--- src/rtl/norm_seq_pkg.sv ---
// Shared norm_pool definitions: datapath sizes, controller state encoding and
// the validity-mask helper used by norm_seq.
package norm_seq_pkg;
    localparam int DWIDTH      = 8;
    localparam int DESIGN_SIZE = 16;
    localparam int MASK_WIDTH  = 16;
    localparam int COL_W       = $clog2(DESIGN_SIZE) + 1;

    typedef enum logic [1:0] {IDLE, RUN, DRAIN, DONE} state_t;

    // 0 or anything at/above DESIGN_SIZE selects every column.
    function automatic logic [MASK_WIDTH-1:0] mask_from_cols(input logic [COL_W-1:0] cols);
        logic [MASK_WIDTH-1:0] m;
        m = '1;
        if (cols != '0 && int'(cols) < DESIGN_SIZE)
            m = (MASK_WIDTH'(1) << cols) - MASK_WIDTH'(1);
        return m;
    endfunction
endpackage

--- src/rtl/norm_seq_if.sv ---
// Row stream between the array-output buffer / norm stage and the norm sequencer.
interface norm_seq_if #(
    parameter int DWIDTH     = norm_seq_pkg::DWIDTH,
    parameter int MASK_WIDTH = norm_seq_pkg::MASK_WIDTH
);
    logic                  row_valid;
    logic                  row_ready;
    logic                  enable_norm;
    logic [DWIDTH-1:0]     mean;
    logic [DWIDTH-1:0]     inv_var;
    logic                  in_data_available;
    logic [MASK_WIDTH-1:0] validity_mask;
    logic                  out_data_available;

    modport master (
        input  row_valid, out_data_available,
        output row_ready, enable_norm, mean, inv_var, in_data_available, validity_mask
    );
    modport slave (
        output row_valid, out_data_available,
        input  row_ready, enable_norm, mean, inv_var, in_data_available, validity_mask
    );
endinterface

--- src/rtl/norm_seq_param_table.sv ---
// Per-channel (mean, inv_var) register file: synchronous write, async read,
// reset to the identity normalisation (0, 1).
module norm_param_table
    import norm_seq_pkg::*;
#(
    parameter int DW    = DWIDTH,
    parameter int DEPTH = DESIGN_SIZE,
    localparam int AW   = $clog2(DEPTH)
) (
    input  logic          clk,
    input  logic          reset,
    input  logic          we,
    input  logic [AW-1:0] waddr,
    input  logic [DW-1:0] wmean,
    input  logic [DW-1:0] winv_var,
    input  logic [AW-1:0] raddr,
    output logic [DW-1:0] rmean,
    output logic [DW-1:0] rinv_var
);
    logic [DEPTH-1:0][DW-1:0] mean_mem;
    logic [DEPTH-1:0][DW-1:0] inv_mem;

    always_ff @(posedge clk) begin
        if (reset) begin
            for (int i = 0; i < DEPTH; i++) begin
                mean_mem[i] <= '0;
                inv_mem[i]  <= DW'(1);
            end
        end else if (we) begin
            mean_mem[waddr] <= wmean;
            inv_mem[waddr]  <= winv_var;
        end
    end

    assign rmean    = mean_mem[raddr];
    assign rinv_var = inv_mem[raddr];
endmodule

--- src/rtl/norm_seq.sv ---
// Sequencer for the norm stage: streams num_rows rows with per-channel parameters,
// caps in-flight rows, and counts returns into a single done pulse.
module norm_seq
    import norm_seq_pkg::*;
#(
    parameter int DWIDTH          = norm_seq_pkg::DWIDTH,
    parameter int DESIGN_SIZE     = norm_seq_pkg::DESIGN_SIZE,
    parameter int MASK_WIDTH      = norm_seq_pkg::MASK_WIDTH,
    parameter int ROW_CNT_WIDTH   = 8,
    parameter int MAX_OUTSTANDING = 4,
    localparam int AW             = $clog2(DESIGN_SIZE),
    localparam int RW             = ROW_CNT_WIDTH
) (
    input  logic              clk,
    input  logic              reset,
    input  logic              cfg_we,
    input  logic [AW-1:0]     cfg_addr,
    input  logic [DWIDTH-1:0] cfg_mean,
    input  logic [DWIDTH-1:0] cfg_inv_var,
    output logic              cfg_err,
    input  logic              start,
    input  logic              bypass,
    input  logic [RW-1:0]     num_rows,
    input  logic [AW:0]       num_cols,
    output logic              busy,
    output logic              done,
    norm_seq_if.master        norm_if
);
    state_t                state, state_nxt;
    logic [RW-1:0]         num_rows_q, issued, returned, outstanding;
    logic [RW-1:0]         issued_nxt, returned_nxt;
    logic                  bypass_q;
    logic [MASK_WIDTH-1:0] mask_q;
    logic [DWIDTH-1:0]     mean_q, inv_var_q, tbl_mean, tbl_inv_var;
    logic [AW-1:0]         rd_addr;
    logic                  start_ok, row_ready, hs, ret_ok;

    assign start_ok  = start && (state == IDLE);
    assign busy      = (state == RUN) || (state == DRAIN);
    assign done      = (state == DONE);
    assign row_ready = (state == RUN) && (outstanding < RW'(MAX_OUTSTANDING))
                       && (issued < num_rows_q);
    assign hs        = norm_if.row_valid && row_ready;
    // Returns with nothing in flight (or outside a job) are stray and dropped.
    assign ret_ok    = norm_if.out_data_available && busy && (outstanding != '0);

    assign issued_nxt   = issued + RW'(hs);
    assign returned_nxt = returned + RW'(ret_ok);

    // Start preloads channel 0; each handshake preloads the following row's channel.
    assign rd_addr = start_ok ? '0 : issued[AW-1:0] + AW'(1);

    norm_param_table #(.DW(DWIDTH), .DEPTH(DESIGN_SIZE)) u_table (
        .clk      (clk),
        .reset    (reset),
        .we       (cfg_we && !busy),
        .waddr    (cfg_addr),
        .wmean    (cfg_mean),
        .winv_var (cfg_inv_var),
        .raddr    (rd_addr),
        .rmean    (tbl_mean),
        .rinv_var (tbl_inv_var)
    );

    always_comb begin
        state_nxt = state;
        case (state)
            IDLE:    if (start) state_nxt = (num_rows == '0) ? DONE : RUN;
            RUN:     if (issued_nxt == num_rows_q) state_nxt = DRAIN;
            DRAIN:   if (returned_nxt == num_rows_q) state_nxt = DONE;
            DONE:    state_nxt = IDLE;
            default: state_nxt = IDLE;
        endcase
    end

    always_ff @(posedge clk) begin
        if (reset) begin
            state       <= IDLE;
            num_rows_q  <= '0;
            issued      <= '0;
            returned    <= '0;
            outstanding <= '0;
            bypass_q    <= 1'b0;
            mask_q      <= '1;
            mean_q      <= '0;
            inv_var_q   <= '0;
        end else begin
            state <= state_nxt;
            if (start_ok) begin
                num_rows_q  <= num_rows;
                bypass_q    <= bypass;
                mask_q      <= MASK_WIDTH'(mask_from_cols(num_cols));
                issued      <= '0;
                returned    <= '0;
                outstanding <= '0;
                mean_q      <= tbl_mean;
                inv_var_q   <= tbl_inv_var;
            end else begin
                issued   <= issued_nxt;
                returned <= returned_nxt;
                if (hs && !ret_ok)
                    outstanding <= outstanding + RW'(1);
                else if (!hs && ret_ok)
                    outstanding <= outstanding - RW'(1);
                if (hs) begin
                    mean_q    <= tbl_mean;
                    inv_var_q <= tbl_inv_var;
                end
            end
        end
    end

    assign cfg_err                   = cfg_we && busy;
    assign norm_if.row_ready         = row_ready;
    assign norm_if.in_data_available = hs;
    assign norm_if.enable_norm       = busy && !bypass_q;
    assign norm_if.mean              = mean_q;
    assign norm_if.inv_var           = inv_var_q;
    assign norm_if.validity_mask     = mask_q;
endmodule
--- src/flat_wrapper.sv ---
// flat-port wrapper written by rule: the top's interface ports become plain ports
module norm_seq_flat import norm_seq_pkg::*;
#(
    parameter int DWIDTH          = norm_seq_pkg::DWIDTH,
    parameter int DESIGN_SIZE     = norm_seq_pkg::DESIGN_SIZE,
    parameter int MASK_WIDTH      = norm_seq_pkg::MASK_WIDTH,
    parameter int ROW_CNT_WIDTH   = 8,
    parameter int MAX_OUTSTANDING = 4,
    localparam int AW             = $clog2(DESIGN_SIZE),
    localparam int RW             = ROW_CNT_WIDTH
)
  (clk, reset, cfg_we, cfg_addr, cfg_mean, cfg_inv_var, cfg_err, start, bypass, num_rows, num_cols, busy, done, norm_if_row_valid, norm_if_out_data_available, norm_if_row_ready, norm_if_enable_norm, norm_if_mean, norm_if_inv_var, norm_if_in_data_available, norm_if_validity_mask);
  norm_seq_if #(.DWIDTH(DWIDTH), .MASK_WIDTH(MASK_WIDTH)) norm_if_i ();
  input  logic clk;
  input  logic reset;
  input  logic cfg_we;
  input  logic [AW-1:0] cfg_addr;
  input  logic [DWIDTH-1:0] cfg_mean;
  input  logic [DWIDTH-1:0] cfg_inv_var;
  output logic cfg_err;
  input  logic start;
  input  logic bypass;
  input  logic [RW-1:0] num_rows;
  input  logic [AW:0] num_cols;
  output logic busy;
  output logic done;
  input wire logic [$bits(norm_if_i.row_valid)-1:0] norm_if_row_valid;
  input wire logic [$bits(norm_if_i.out_data_available)-1:0] norm_if_out_data_available;
  output wire logic [$bits(norm_if_i.row_ready)-1:0] norm_if_row_ready;
  output wire logic [$bits(norm_if_i.enable_norm)-1:0] norm_if_enable_norm;
  output wire logic [$bits(norm_if_i.mean)-1:0] norm_if_mean;
  output wire logic [$bits(norm_if_i.inv_var)-1:0] norm_if_inv_var;
  output wire logic [$bits(norm_if_i.in_data_available)-1:0] norm_if_in_data_available;
  output wire logic [$bits(norm_if_i.validity_mask)-1:0] norm_if_validity_mask;
  assign norm_if_i.row_valid = norm_if_row_valid;
  assign norm_if_i.out_data_available = norm_if_out_data_available;
  assign norm_if_row_ready = norm_if_i.row_ready;
  assign norm_if_enable_norm = norm_if_i.enable_norm;
  assign norm_if_mean = norm_if_i.mean;
  assign norm_if_inv_var = norm_if_i.inv_var;
  assign norm_if_in_data_available = norm_if_i.in_data_available;
  assign norm_if_validity_mask = norm_if_i.validity_mask;
  norm_seq #(.DWIDTH(DWIDTH), .DESIGN_SIZE(DESIGN_SIZE), .MASK_WIDTH(MASK_WIDTH), .ROW_CNT_WIDTH(ROW_CNT_WIDTH), .MAX_OUTSTANDING(MAX_OUTSTANDING)) u_core (.clk(clk), .reset(reset), .cfg_we(cfg_we), .cfg_addr(cfg_addr), .cfg_mean(cfg_mean), .cfg_inv_var(cfg_inv_var), .cfg_err(cfg_err), .start(start), .bypass(bypass), .num_rows(num_rows), .num_cols(num_cols), .busy(busy), .done(done), .norm_if(norm_if_i));
endmodule
--- config.mk ---
export PLATFORM = sky130hd
export DESIGN_NAME = norm_seq_flat
export DESIGN_NICKNAME = d
export VERILOG_FILES = /design/src/rtl/norm_seq_pkg.sv /design/src/rtl/norm_seq_if.sv /design/src/rtl/norm_seq_param_table.sv /design/src/rtl/norm_seq.sv /design/src/flat_wrapper.sv
export SDC_FILE = /design/constraint.sdc
export NUM_CORES = 1
export LEC_CHECK = 0
export CAP_MARGIN = 15
export CELL_PAD_IN_SITES_DETAIL_PLACEMENT = 1
export CELL_PAD_IN_SITES_GLOBAL_PLACEMENT = 2
export CORE_MARGIN = 2
export CORE_UTILIZATION = 40
export CTS_BUF_LIST = sky130_fd_sc_hd__clkbuf_16
export DETAILED_ROUTE_END_ITERATION = 6
export MAX_ROUTING_LAYER = met4
export PLACE_DENSITY_LB_ADDON = 0.12
export SLEW_MARGIN = 10
export SYNTH_ARGS = -nofsm -noshare
export SYNTH_HDL_FRONTEND = slang
export SYNTH_SLANG_ARGS = --single-unit
--- constraint.sdc ---
create_clock -name clk -period 6.9 [get_ports clk]
set_input_delay 0.69 -clock clk [delete_from_list [all_inputs] [get_ports clk]]
set_output_delay 0.69 -clock clk [all_outputs]
set_load 0.1 [all_outputs]
# == Word-level counts from Yosys, hierarchy flattened ==
# Cells that the tools add are included.
# op_classes
n_lt_le_gt_ge,6
addsub,6
div,0
bitwise_logic,0
n_eq_ne,8
mul,0
n_shift,1
muxes,21
n_reduce_logical,26
# op_table
cell,count
128-bit bitwise mux,2
8-bit 2-to-1 mux,9
8-bit binary-select mux with 4-bit select,2
8-bit demux with 4-bit select,1
8-bit by 1-bit adder with 8-bit output,2
8-bit equality test,2
16-bit 2-to-1 mux,1
"1-bit by 5-bit left shift with 16-bit output, first input constant",1
"16-bit by 2-bit subtractor with 16-bit output, second input constant",1
1-bit logical AND,13
"4-bit by 5-bit less-than comparator with 1-bit output, second input constant",2
"8-bit by 1-bit adder with 8-bit output, second input constant",1
8-bit logical NOT,1
"8-bit by 3-bit less-than comparator with 1-bit output, second input constant",1
8-bit less-than comparator,1
2-bit 2-to-1 mux,4
2-bit case mux with 4 select lines,1
8-bit nonzero test,1
"8-bit by 1-bit subtractor with 8-bit output, second input constant",1
"2-bit inequality test, second input constant",3
"5-bit less-than comparator, second input constant",1
5-bit nonzero test,1
"4-bit by 1-bit adder with 4-bit output, second input constant",1
"2-bit equality test, second input constant",2
9 further kinds,13
# totals
reg_bits,323
memories,0
ram_bits,0
rom_bits,0
in_bits,40
output_inout_bits,38
latch_bits,0

# == Depth between registers and ports, before layout ==
# logic_depth
ltp_word,8
ltp_mapped,18
depth_no_buf,17

# == By module ==
# Synthesis repeated with hierarchy kept, for this count alone.
# hier_totals
hier_cells,1798
area_unflattened_um2,15482.3
# modules_own_cells
module,area_each_um2,n_inst,cells_each,seq_area_each_um2
norm_param_table,11848.9,1,1358,5124.9
norm_seq,3633.5,1,440,1341.3

# == Least setup slack after synthesis ==
# Ideal clock, no wire load.
# synth_timing
path_kind,register to register
from,register u_core.num_rows_q[4]
to,register u_core.state[0]
path_buffers,1
setup_slack_ps,1917
path_stages_with_launch,18
t_arrival_ps,4892
setup_ps,91
required_time_ps,6809
cell_sequence,dfxtp_1 > inv_1 > ha_1 > o41ai_1 > a21oi_1 > a21oi_1 > o211ai_1 > inv_1 > clkbuf_1 > ha_1 > ha_1 > xnor2_1 > o211ai_2 > a211o_1 > a2111o_1 > o41ai_4 > a21oi_1 > a311oi_1
# synth_via
elab_chain_cells,7
# synth_lines
item,line_no,rtl
"start, declared",norm_seq.sv:30,"logic [RW-1:0] num_rows_q, issued, returned, outstanding;"
"start signal, assigned",norm_seq.sv:90,num_rows_q <= num_rows;
8-bit less-than comparator,norm_seq.sv:42,&& (issued < num_rows_q);
1-bit logical AND,norm_seq.sv:42,
1-bit logical AND,norm_seq.sv:43,assign hs = norm_if.row_valid && row_ready;
via norm_if_in_data_available,flat_wrapper.sv:33,output wire logic [$bits(norm_if_i.in_data_available)-1:0] norm_if_in_data_available;
8-bit by 1-bit adder with 8-bit output,norm_seq.sv:47,assign issued_nxt = issued + RW'(hs);
via u_core.issued_nxt[1],norm_seq.sv:31,"logic [RW-1:0] issued_nxt, returned_nxt;"
8-bit equality test,norm_seq.sv:69,RUN: if (issued_nxt == num_rows_q) state_nxt = DRAIN;
2-bit inequality test (no source line),--,
3-bit AND reduction (no source line),--,
"end signal, assigned",norm_seq.sv:88,state <= state_nxt;
"end, declared",norm_seq.sv:29,"state_t state, state_nxt;"
# The timed path passes the listed nets, and every way through them passes these cells.
# A chain may end at the register's enable or synchronous reset.

# == Worst setup path after layout ==
# layout_timing
from,register u_core.num_rows_q[4]
to,register u_core.state[1]
# layout_via
elab_chain_cells,7
# layout_lines
item,line_no
8-bit less-than comparator,norm_seq.sv:42
1-bit logical AND,norm_seq.sv:42
1-bit logical AND,norm_seq.sv:43
8-bit by 1-bit adder with 8-bit output,norm_seq.sv:47
via u_core.issued_nxt[1],norm_seq.sv:31
8-bit equality test,norm_seq.sv:69
2-bit inequality test (no source line),--
3-bit AND reduction (no source line),--
# The timed path passes the listed nets, and every way through them passes these cells.

==> key figures <==
Place
  • HPWL Detailed: 31890 µm
  • IO Port Bufs: 77
  • GPL Wtd Cong: about 0.89
  • Placed cell areas: roughly 16000 µm²

Worst setup path
  • Critical path endpoint category: flip-flop
  • Critical path data arrival time: ~5300 ps
  • R2R Path End: u_core.state[1]
  • Reg2reg start: u_core.num_rows_q[4]
  • CP Launch Type: flip-flop
  • Critical path cell sequence: inv_1 > ha_1 > o41ai_1 > a21oi_1 > a21oi_1 > o211ai_1 > buf_4 > inv_1 > ha_1 > ha_1 > xnor2_1 > o211ai_2 > a211o_1 > a2111o_1 > o41ai_4 > a21oi_1 > a311oi_1
  • Max incr delay on CP: ~530 ps
  • Worst setup endpoint: u_core.state[1]
  • Path depth of the worst reg2reg path: 17
  • Worst reg-to-reg setup slack: around 2100 ps
  • CP max FO: 19
  • Slowest CP cell: inv_1
  • Worst EP required: 7340 ps
  • Crit Path Class: flip-flop to flip-flop
  • CP startpoint: u_core.num_rows_q[4]

Worst hold path
  • Worst Hold Class: flip-flop to flip-flop
  • Hold path start: u_core.norm_if.validity_mask[0]

Floorplan
  • Die ar.: a little under 40000 µm²
  • Site Rows: 70
  • Core area: ~37000 µm²
  • Chip height: 197.0 µm
  • Die Width: 197.0 µm
  • Initial Util: between 40% and 50%
  • I/O pin total: 78

Final layout
  • Layout cells sized above 1: under 10%
  • Diodes inserted: 0
  • Final net count: roughly 1900
  • Fillers: between 4000 and 5000
  • Area growth, synth to finish: 14.97%
  • Cell area after layout: 17130 µm²

Run status
  • Outcome: finished clean

Timing
  • TNS Setup: 0 ps
  • Slew headroom: 22.35%
  • Final Setup Violations: 0
  • Least-Margin Pin Slew: between 1000 and 1500 ps
  • Clock Skew: 18.10 ps
  • Final Hold Fails: 0
  • RSZ-0062 raised after global routing: no
  • Fmax achieved: between 0.2 and 0.25 GHz
  • Final Max Slew Viols: 0
  • Fin crit period: just under 5000 ps
  • Worst hold margin: 439.8 ps
  • Tcrit/Tclk final: roughly 70%

Synth
  • YS warnings: 0
  • Synth Net Count: about 1900
  • Syn Area/Cell: approximately 8.3 µm²
  • Sequential-to-total area share from yosys stat: around 43%
  • Synth unique cells: between 50 and 60
  • Post-synth EDFFs: 0
  • Syn Inst Count: about 1800
  • Ys async rst share: 0%
  • Ys flop type: dfxtp_1
  • Yosys reg bits: ~320
  • Mapped cell area: roughly 15000 µm²

Clock tree
  • TritonCTS buffer count: 39
  • Clock Tree Buf Depth: 3
  • Latest clock arrival within the worst-skew pair: approximately 560 ps
  • Root Driver: clkbuf_16
  • Htree depth: 2
  • Post-CTS Resized: 0
  • Setup bufs post-CTS: 0
  • CTS Sinks: approximately 320
  • Cts hold-fix bufs: 0
  • Reg clk slew, reported paths: approximately 60 ps
  • CTS tree: done

Routing
  • Initial DRC count: 750
  • Met1 wire length: 22760 µm
  • Post-Route WL: approximately 50000 µm
  • Routed WL per cell: approximately 22 µm
  • DR DRC count: 0
  • ANT nets after route: 0
  • Detail Route met3 WL: 2305 µm
  • Uppermost layer routed: met4
  • Via density: about 5.5
  • Via count: 12720
  • First-pass DRT Iterations: 5
  • Met2 wire length: 23850 µm

Pwr
  • Internal power: between 3000 and 4000 µW
  • Leak: ~0.0059 µW
  • Clock Power Share: 36.9%
  • VDD IR max: between 0.15 and 0.2 mV
  • Power share of the combinational group: between 20% and 30%
  • Sw Ratio: between 30 and 40%
  • Flop pwr share: between 30% and 40%
  • Power Dens Cells: between 300 and 400 nW/µm²
  • Psw: about 1900 µW

Global routing
  • Total gr overflow: 0
  • Number of global-route vias before repair: ~13000
  • First-pass GRT wire length: 77490 µm
  • Initial antenna violation count: 1
  • GR Util All Layers: about 27%
  • Largest net degree at the start of global routing: about 120

Run
  • Max Cap Viol: 0
-- worst max-delay path, delay by kind of cell (launching register included) --
kind                     cells  cell delay [ps]
AO/OA/AOI/OAI               10             2430
buffers and inverters        3              870
adder cells (fa/ha/maj)      3              840
flip-flops                   1              400
XOR/XNOR                     1              170
-- registers in the layout (all words and copies together), names as in the netlist --
name / cells
u_core.state: 2
u_core.norm_if.validity_mask: 16
u_core.bypass_q: 1
u_core.u_table.inv_mem: 128
u_core.returned: 8
u_core.num_rows_q: 8
u_core.outstanding: 8
u_core.norm_if.inv_var: 8
u_core.norm_if.mean: 8
u_core.issued: 8
u_core.u_table.mean_mem: 128
-- how the worst min path moves through the flow --
stage / slack [ps] / cells after the start / to
finish: 440 / 1 / u_core.norm_if.validity_mask[0]
global route: 470 / 2 / u_core.u_table.mean_mem[6]
CTS: 450 / 1 / u_core.norm_if.validity_mask[0]
detailed placement: 430 / 1 / u_core.norm_if.validity_mask[0]
global placement: 430 / 1 / u_core.norm_if.validity_mask[0]
floorplan: 440 / 2 / u_core.u_table.inv_mem[100]
-- cell usage after synthesis (all sizes together), types with 9 or more instances --
master | count | area [µm²]
nand2 | 563 | 2113
dfxtp | 323 | 6466
a21oi | 286 | 1431
mux2i | 147 | 1471
clkbuf | 106 | 397.9
nor2 | 66 | 266.5
buf | 32 | 166.4
mux4 | 32 | 720.7
nand3 | 32 | 165.2
o21ai | 27 | 135.1
ha | 26 | 325.3
xnor2 | 20 | 193.9
inv | 19 | 71.32
nand3b | 18 | 135.1
xor2 | 11 | 96.34
nor3 | 10 | 50.05
and2 | 9 | 56.30
-- cells by family after synthesis --
family          synth area share [%]
simple gates                   20.27
compound gates                 12.48
flops                          43.40
mux                            14.71
buf+inv                        4.266
xor+xnor                       2.561
fa+ha+maj                      2.318
-- cells in the final DEF, fill, tap and decap left out, drive strengths merged, types with 4 or more instances in the layout --
cell type	instances
mux4	32
a21oi	286
ha	26
inv	28
clkinv	16
dfxtp	323
o21bai	4
clkbuf	42
and3	7
bufinv	4
xor2	11
xnor3	4
o21ai	27
nor2	66
nand3b	18
and2	9
clkdlybuf4s50	76
nor4	6
nor2b	5
buf	12
nand2b	7
nor3	10
nand2	563
or3	4
a31oi	4
mux2i	147
xnor2	20
nand3	32
-- per-stage QoR --
stage,power (µW),setup slack (ps),utilization (%),std cells
finish,5558,2082,46.79,2293
detailed placement,3545,2222,43.37,2222
CTS,5595,2104,46.79,2293
global route,5810,1687,46.79,2293
global placement,3514,2353,43.37,2222
floorplan,3163,1917,-,1803
-- per-layer routing --
metal  global-route usage (%)  vias up
met4                    8.020        0
met3                    3.508       81
met1                    34.64     6348
met2                    44.50      216
li1                         -     6071
met5                        -        -
-- power by group through the flow --
| stage | combinational (µW) | sequential [µW] | clock, µW |
|---|---|---|---|
| 3_3_place_gp | 1440 | 2070 | 0 |
| 5_1_grt | 1590 | 2050 | 2170 |
| 4_1_cts | 1470 | 2040 | 2080 |
| 6_report | 1470 | 2040 | 2050 |
| 3_5_place_dp | 1470 | 2080 | 0 |
| 2_1_floorplan | 1020 | 2140 | 0 |
-- final cells by class --
class,instances,area [µm²],share of cell area (%)
clock buffer,41,1026,5.989
clock inverter,30,229.0,1.337
inverter,19,71.32,0.4163
multi-input combinational,1323,7885,46.03
sequential,323,6470,37.77
tap,468,585.6,3.418
timing repair buffer,89,864.6,5.047
Power figures use the tool's default switching activity.
